==> config.mk <==
export PLATFORM = sky130hd
export DESIGN_NAME = filter_mode_ctrl
export DESIGN_NICKNAME = d
export VERILOG_FILES = /design/src/rtl/filter_mode_ctrl.sv
export SDC_FILE = /design/constraint.sdc
export NUM_CORES = 1
export LEC_CHECK = 0
export ABC_AREA = 1
export BUFFER_PORTS_ARGS = -buffer_cell sky130_fd_sc_hd__buf_4
export CORE_MARGIN = 10
export CORE_UTILIZATION = 47
export DETAILED_ROUTE_END_ITERATION = 10
export GPL_ROUTABILITY_DRIVEN = 0
export PLACE_DENSITY = 0.8
export SYNTH_ARGS = -nofsm -noshare
export SYNTH_HDL_FRONTEND = slang
export SYNTH_SLANG_ARGS = --single-unit
==> constraint.sdc <==
create_clock -name clk_i -period 2 [get_ports clk_i]
set_clock_uncertainty 0.05 [all_clocks]
set_input_delay 0.2 -clock clk_i [delete_from_list [all_inputs] [get_ports clk_i]]
set_output_delay 0.2 -clock clk_i [all_outputs]
set_load 0.02 [all_outputs]
==> src/rtl/filter_mode_ctrl.sv <==
// Frame-synchronous filter-mode controller: round-robin arbitration of two requesters,
// apply on frame_start, optional hold. Optional auto-cycle under FILTER_AUTO_CYCLE_EN.
module filter_mode_ctrl #(
    parameter int NUM_MODES   = 4,
    parameter int MODE_W      = 2,
    parameter int HOLD_FRAMES = 2,
    parameter int AUTO_FRAMES = 60
) (
    input  logic              clk_i,
    input  logic              rst_ni,
    input  logic              frame_start_i,
    input  logic [1:0]        req_valid_i,
    input  logic [MODE_W-1:0] req_mode0_i,
    input  logic [MODE_W-1:0] req_mode1_i,
    output logic [1:0]        req_ready_o,
    input  logic              auto_en_i,
    output logic [MODE_W-1:0] mode_sel_o,
    output logic              filter_en_o,
    output logic              mode_update_o,
    output logic              busy_o,
    output logic              req_err_o
);

    localparam int HOLD_W = (HOLD_FRAMES > 0) ? $clog2(HOLD_FRAMES + 1) : 1;

    typedef enum logic [1:0] {IDLE, PENDING, HOLD} state_e;

    state_e              state_q, state_d;
    logic                rr_q, rr_d;
    logic [MODE_W-1:0]   pend_mode_q, pend_mode_d;
    logic [HOLD_W-1:0]   hold_cnt_q, hold_cnt_d;
    logic [MODE_W-1:0]   mode_sel_q, mode_sel_d;
    logic                wr_q, wr_d;
    logic                err_d;
    logic                mode_update_q, req_err_q, busy_q, filter_en_q;
    logic [1:0]          gnt;
    logic [MODE_W-1:0]   gnt_mode;
    logic                xfer, gnt_legal;

`ifdef FILTER_AUTO_CYCLE_EN
    localparam int AUTO_W = $clog2(AUTO_FRAMES + 1);
    logic [AUTO_W-1:0]   auto_cnt_q, auto_cnt_d;
`else
    logic                unused_auto_en;
    assign unused_auto_en = auto_en_i;
`endif

    always_ff @(posedge clk_i or negedge rst_ni) begin
        if (!rst_ni) state_q <= IDLE;
        else         state_q <= state_d;
    end

    // Grant is derived from registered state only, so the transfer completes this cycle.
    always_comb begin
        gnt = 2'b00;
        if (state_q == IDLE) begin
            case (req_valid_i)
                2'b01:   gnt = 2'b01;
                2'b10:   gnt = 2'b10;
                2'b11:   gnt = rr_q ? 2'b10 : 2'b01;
                default: gnt = 2'b00;
            endcase
        end
        req_ready_o = gnt;
    end

    assign xfer      = |gnt;
    assign gnt_mode  = gnt[1] ? req_mode1_i : req_mode0_i;
    assign gnt_legal = int'(gnt_mode) < NUM_MODES;

    always_comb begin
        state_d     = state_q;
        rr_d        = rr_q;
        pend_mode_d = pend_mode_q;
        hold_cnt_d  = hold_cnt_q;
        mode_sel_d  = mode_sel_q;
        wr_d        = 1'b0;
        err_d       = 1'b0;
`ifdef FILTER_AUTO_CYCLE_EN
        auto_cnt_d  = auto_cnt_q;
`endif
        case (state_q)
            IDLE: begin
                if (req_valid_i == 2'b11) rr_d = ~rr_q;
                if (xfer) begin
                    if (gnt_legal) begin
                        state_d     = PENDING;
                        pend_mode_d = gnt_mode;
                    end else begin
                        err_d = 1'b1;
                    end
                end
`ifdef FILTER_AUTO_CYCLE_EN
                if (xfer || !auto_en_i) begin
                    auto_cnt_d = '0;
                end else if (req_valid_i == 2'b00 && frame_start_i) begin
                    if (int'(auto_cnt_q) + 1 >= AUTO_FRAMES) begin
                        auto_cnt_d = '0;
                        wr_d       = 1'b1;
                        mode_sel_d = (int'(mode_sel_q) == NUM_MODES - 1) ? '0
                                                                         : mode_sel_q + MODE_W'(1);
                    end else begin
                        auto_cnt_d = auto_cnt_q + AUTO_W'(1);
                    end
                end
`endif
            end
            PENDING: begin
                if (frame_start_i) begin
                    mode_sel_d = pend_mode_q;
                    wr_d       = 1'b1;
                    hold_cnt_d = '0;
                    state_d    = (HOLD_FRAMES == 0) ? IDLE : HOLD;
                end
            end
            HOLD: begin
                if (frame_start_i) begin
                    hold_cnt_d = hold_cnt_q + HOLD_W'(1);
                    if (int'(hold_cnt_q) + 1 >= HOLD_FRAMES) state_d = IDLE;
                end
            end
            default: state_d = IDLE;
        endcase
    end

    // mode_update trails the mode_sel write by one cycle via wr_q.
    always_ff @(posedge clk_i or negedge rst_ni) begin
        if (!rst_ni) begin
            rr_q          <= 1'b0;
            pend_mode_q   <= '0;
            hold_cnt_q    <= '0;
            mode_sel_q    <= '0;
            wr_q          <= 1'b0;
            mode_update_q <= 1'b0;
            req_err_q     <= 1'b0;
            busy_q        <= 1'b0;
            filter_en_q   <= 1'b0;
`ifdef FILTER_AUTO_CYCLE_EN
            auto_cnt_q    <= '0;
`endif
        end else begin
            rr_q          <= rr_d;
            pend_mode_q   <= pend_mode_d;
            hold_cnt_q    <= hold_cnt_d;
            mode_sel_q    <= mode_sel_d;
            wr_q          <= wr_d;
            mode_update_q <= wr_q;
            req_err_q     <= err_d;
            busy_q        <= (state_d != IDLE);
            filter_en_q   <= (mode_sel_d != '0);
`ifdef FILTER_AUTO_CYCLE_EN
            auto_cnt_q    <= auto_cnt_d;
`endif
        end
    end

    assign mode_sel_o    = mode_sel_q;
    assign filter_en_o   = filter_en_q;
    assign mode_update_o = mode_update_q;
    assign busy_o        = busy_q;
    assign req_err_o     = req_err_q;

endmodule

==> results.yml, run 1 <==
placed_design:
  io_buffers: 15
  placed_area_um2: 738
  hpwl_um: 962
synthesis:
  postSynthCellCount: 70
  yosys-top-cells-count: "nand2_1 (18), dfrtp_1 (13), inv_1 (13)"
  ys.flop_type: "dfrtp_1"
  seq_area_frac_synth: 0.528
  synthDistinctLibCells: 15
  yosys-top-cells-area: "dfrtp_1 (53%), nand2_1 (11%), inv_1 (7.9%)"
  yosysTopAreaCell: "dfrtp_1"
  syn_area_per_cell_um2: 8.79
  synth_edf_count: 0
  yosysMostFrequentCell: "nand2_1"
  netlist_area_um2: 616
  synth_top_area_share: 0.528
  syn_nets: 81
  ys_seq_elements: 13
  synthArstFlopShare: 1.00
  yosysWarnings: 0
pwr:
  clkPwrFrac: 0.140
  power_switching_mw: 0.479
  power_leakage_nw: 0.440
  p_seq_frac: 0.399
  vdd_drop_max_v: 0.000656
  power_density_nw_per_um2: 1480
  p_int_mw: 0.668
  switching_share: 0.418
  power.total_mw: 1.15
  comb_power_share: 0.461
route:
  wl_per_cell_um: 11.8
  dr.pass1.iters: 4
  wirelength_um: 1220
  drc: 0
  num_vias: 496
  avgViaCountPerCell: 4.82
  drtIter0Drc: 14
  ant_nets: 0
worst_setup_path:
  slowest_stage: "dfrtp_1"
  cp_cell_sequence: "nor2_4 -> nand3_1 -> inv_2 -> buf_4"
  path_class: "reg -> out"
  critPathArrivalTime_ns: 1.27
  worst_setup_path_end_kind: "output port"
  max_stage_delay_ns: 0.45
  worst_ep_required_time_ns: 1.75
  startpoint_type: "flip-flop"
  path_max_fanout: 5
  crit_family: "flip-flops"
  cp.buffers_inverters: 2
floorplan:
  die_area_um2: 3160
  ios: 18
  core_area_um2: 1170
  rows: 12
  start_util: 0.526
  die_w_um: 56.2
  dieHeight_um: 56.2
clocking:
  cts_inserted_buffers: 3
  path_clk_slew_ns: 0.08
  cts_repair_resize_count: 0
  clockBufferDepth: 2
  cts.sinks: 13
  root_buffer: "clkbuf_4"
  clock_latency_ns: 0.27
  htreeDepth: 1
  cts_tree: "yes"
sta:
  fmax_ghz: 0.658
  fin_crit_sh: 0.760
  rsz0062_at_grt: "no"
  period_minus_slack_ns: 1.52
  slew_violations: 0
  setup_tns_ns: 0
  worst_hold_slack_ns: 0.0932
  setup_viol: 0
  hold_viol_final: 0
finish:
  area_growth_pct: 25.8
  nFillCells: 111
  diodes: 0
  nets: 101
  fin_area_um2: 774
  drive_gt1_frac: 0.326
global_routing:
  grt_use_total: 0.0873
  grt-ovfl-total: 0
  grt_pass1_wl_um: 2260
  grt_max_degree: 14
  grt_pass1_vias: 544
  antenna_found_initial: 0
job:
  maxCapViolations: 0
run_status:
  status: "complete, no violations"
hold_path:
  hp-class: "in -> reg"
==> per-stage QoR <==
stage                     utilization  instances  setup slack [ns]
after global routing            0.661        103             0.385
after detailed placement        0.630         98             0.789
after floorplan                     -         70             0.846
after CTS                       0.661        103             0.469
after global placement          0.630         98             0.795
final                           0.661        103             0.481
==> final timing paths <==
kind                                       from                    endpoint  slack, ns  cells past startpoint
max reg2reg                state_q[1]$_DFF_PN0_  pend_mode_q[0]$_DFFE_PN0P_       0.89                      4
min                              req_mode1_i[0]  pend_mode_q[0]$_DFFE_PN0P_       0.09                      3
max                        state_q[1]$_DFF_PN0_              req_ready_o[1]       0.48                      4
max in group asynchronous                rst_ni            busy_o$_DFF_PN0_       1.48                      2
min reg2reg                      wr_q$_DFF_PN0_     mode_update_o$_DFF_PN0_       0.31                      0
min in group asynchronous                rst_ni     mode_update_o$_DFF_PN0_       0.26                      2
==> state kept, by name, indices dropped and copies added (netlist names) <==
register / count
hold_cnt_q: 2
mode_sel_o: 2
pend_mode_q: 2
state_q: 2
busy_o: 1
filter_en_o: 1
mode_update_o: 1
rr_q: 1
wr_q: 1
==> repair_timing <==
action / 4_1_cts / 5_1_grt
hold endpoints to repair: 13 / 0
hold buffers: 1 / 0
setup buffers: 0 / 0
==> cells in the final DEF, fill, tap and decap left out, drive strengths merged <==
master,count
nand2,19
inv,16
buf,15
dfrtp,13
nand3,7
o21ai,5
clkbuf,4
nor2,4
nand4,2
xor2,1
ha,1
conb,1
dlygate4sd3,1
==> layout make-up <==
class / instances / area (um^2) / share of cell area
flip-flops and latches: 13 / 325 / 0.420
well taps: 14 / 17.5 / 0.0226
inverters: 16 / 60.1 / 0.0775
multi-input cells: 40 / 223 / 0.288
repair buffers: 16 / 123 / 0.158
clock buffers: 4 / 26.3 / 0.0339
==> cell families after synthesis <==
logic type                 Yosys count  synth area share
buffers and inverters               17             0.110
and+or+nand+nor                     32             0.262
DFF                                 13             0.528
other                                1           0.00609
adders and majority gates            1            0.0203
AOI/OAI and AO/OA                    5            0.0590
xor gates and xnor gates             1            0.0142
==> worst register-to-register path, delay by kind of cell, from the launching register on <==
kind | cells | cell delay (ns)
DFF | 1 | 0.45
and+or+nand+nor | 4 | 0.51
==> routing by layer <==
layer	global-route usage	up-vias	wire length, um
met3	0.0387	4	103
met2	0.142	17	568
met4	0.0512	0	34
met5	0	-	0
li1	-	248	-
met1	0.0902	227	511
==> power by group through the flow <==
stage | sequential, mW | clock (mW) | combinational [mW]
floorplan | 0.513 | 0 | 0.305
global placement | 0.458 | 0 | 0.521
detailed placement | 0.465 | 0 | 0.534
CTS | 0.460 | 0.165 | 0.538
global route | 0.474 | 0.180 | 0.607
finish | 0.458 | 0.161 | 0.529
Note: power is estimated with default switching activity, not from simulation.
==> inputs of run 2 (changes only) <==
- CORE_UTILIZATION: 47 -> 43
- PLACE_DENSITY: 0.8 -> 0.77
- clock period: 2 -> 1.37 ns (I/O delays scaled with it)
==> results.yml, run 2 (synthesis gave the netlist of run 1 again) <==
run_status:
  status: "complete, but fails checks"
  violations: "negative setup slack"
worst_setup_path:
  cp_cell_sequence: "nor2_4 -> nand2_2 -> nor2_4 -> buf_6"
  critPathArrivalTime_ns: 1.19
  worst_setup_path_end_kind: "output port"
  path_max_fanout: 4
  cpMostUsedCell: "nor2_4"
  max_stage_delay_ns: 0.43
  crit_start: "state_q[1]$_DFF_PN0_"
  startpoint_type: "flip-flop"
  slowest_stage: "dfrtp_2"
  worstReg2RegStart: "state_q[1]$_DFF_PN0_"
  worst_ep_required_time_ns: 1.18
  path_class: "reg -> out"
floorplan:
  rows: 13
  dieHeight_um: 57.8
  die_w_um: 57.8
  core_area_um2: 1320
  start_util: 0.467
  ios: 18
  die_area_um2: 3340
finish:
  postLayoutCoreUtil: 0.645
  nets: 108
  diodes: 0
  mostFrequentLayoutCell: "buf_4"
  final_cell_mix: "buf_4 (20), nand2_1 (17), inv_1 (13)"
  nFillCells: 116
  area_growth_pct: 38.0
  drive_gt1_frac: 0.406
clocking:
  path_clk_slew_ns: 0.08
  cts_inserted_buffers: 3
  clock_latency_ns: 0.28
  htreeDepth: 1
  clockBufferDepth: 2
  root_buffer: "clkbuf_4"
  cts.sinks: 13
  cts_tree: "yes"
global_routing:
  grt_pass1_wl_um: 2150
  grtUsageMet2: 0.129
  grt-ovfl-total: 0
  antenna_found_initial: 0
  grt_use_total: 0.0832
  grt_pass1_vias: 512
  met3_usage: 0.0349
  grt_max_degree: 14
  grt_util_met1: 0.0814
  grt_most_used_layer: "met2"
route:
  avgViaCountPerCell: 4.60
  drc: 0
  num_vias: 511
  wl_per_cell_um: 11.1
  dr.pass1.iters: 2
  wirelength_um: 1230
  drtIter0Drc: 5
  ant_nets: 0
sta:
  fmax_ghz: 0.727
  setup_tns_ns: -0.00465
  worst_hold_slack_ns: 0.0465
  fin_crit_sh: 1.00
  finalWorstSetupSlack_ns: -0.00465
  slew_violations: 0
  hold_viol_final: 0
  period_minus_slack_ns: 1.37
  rsz0062_at_grt: "yes"
  setup_viol: 1
pwr:
  switching_share: 0.399
  p_seq_frac: 0.353
  clkPwrFrac: 0.126
  vdd_drop_max_v: 0.000934
  comb_power_share: 0.521
  power_density_nw_per_um2: 2180
  power_switching_mw: 0.738
  p_int_mw: 1.11
  power_leakage_nw: 0.476
placed_design:
  io_buffers: 15
  hpwl_um: 913
hold_path:
  hp-class: "in -> reg"
  min-delay-start: "req_mode1_i[0]"
job:
  maxCapViolations: 0
## run 2: changes by cell type in the layout (fill, tap and decap cells not counted), sizes merged
cell / previous run / this run
buf: 15 / 22
## run 2: metal layers
layer	share of wire	routed length, um
met5	0	0
met4	0.041	51
met3	0.074	91
met2	0.48	595
met1	0.40	494
## run 2: final cells by class
| cell class | count | area, um^2 | area share |
|---|---|---|---|
| sequential | 13 | 327 | 0.384 |
| multi-input combinational | 40 | 235 | 0.277 |
| timing repair buffer | 23 | 183 | 0.215 |
| inverter | 16 | 60.1 | 0.0707 |
| clock buffer | 4 | 26.3 | 0.0309 |
| tap | 15 | 18.8 | 0.0221 |
## run 2: repair_timing
action / in CTS / in global routing
pin swaps: 1 / 3
cloned: 0 / 0
buffers inserted: 4 / 3
setup endpoints to repair: 2 / 2
hold buffers: 1 / 0
hold endpoints to repair: 13 / 0
resized for setup: 3 / 3
## run 2: power by group through the flow
| stage | Combinational [mW] | Sequential, mW | Clock (mW) |
|---|---|---|---|
| 4_1_cts | 0.892 | 0.654 | 0.243 |
| 6_report | 0.965 | 0.653 | 0.233 |
| 3_3_place_gp | 0.758 | 0.670 | 0 |
| 2_1_floorplan | 0.446 | 0.749 | 0 |
| 5_1_grt | 1.08 | 0.675 | 0.258 |
| 3_5_place_dp | 0.778 | 0.675 | 0 |
## run 2: path summary, 6_finish.rpt
path,endpoint,slack (ns),cells past startpoint
worst max-delay path,req_ready_o[0],-0.005,4
worst min-delay path,pend_mode_q[0]$_DFFE_PN0P_,0.05,3
worst max register to register,pend_mode_q[0]$_DFFE_PN0P_,0.17,6
worst min register to register,mode_update_o$_DFF_PN0_,0.30,0
max in group asynchronous,state_q[1]$_DFF_PN0_,0.92,2
min in group asynchronous,hold_cnt_q[0]$_DFFE_PN0P_,0.18,2
## run 2: critical path, delay by kind of cell (launching register included)
kind | cells | cell delay (ns)
flip-flops | 1 | 0.43
AND/OR/NAND/NOR | 3 | 0.36
buffers and inverters | 1 | 0.12
## run 2: stage by stage
step	power [mW]	area, um^2	instances	worst slack (ns)
after floorplan	1.19	616	70	0.216
after global placement	1.43	739	99	0.221
after detailed placement	1.45	739	99	0.209
after CTS	1.79	816	108	-0.00216
after global routing	2.01	850	111	-0.0623
final	1.85	850	111	-0.00465
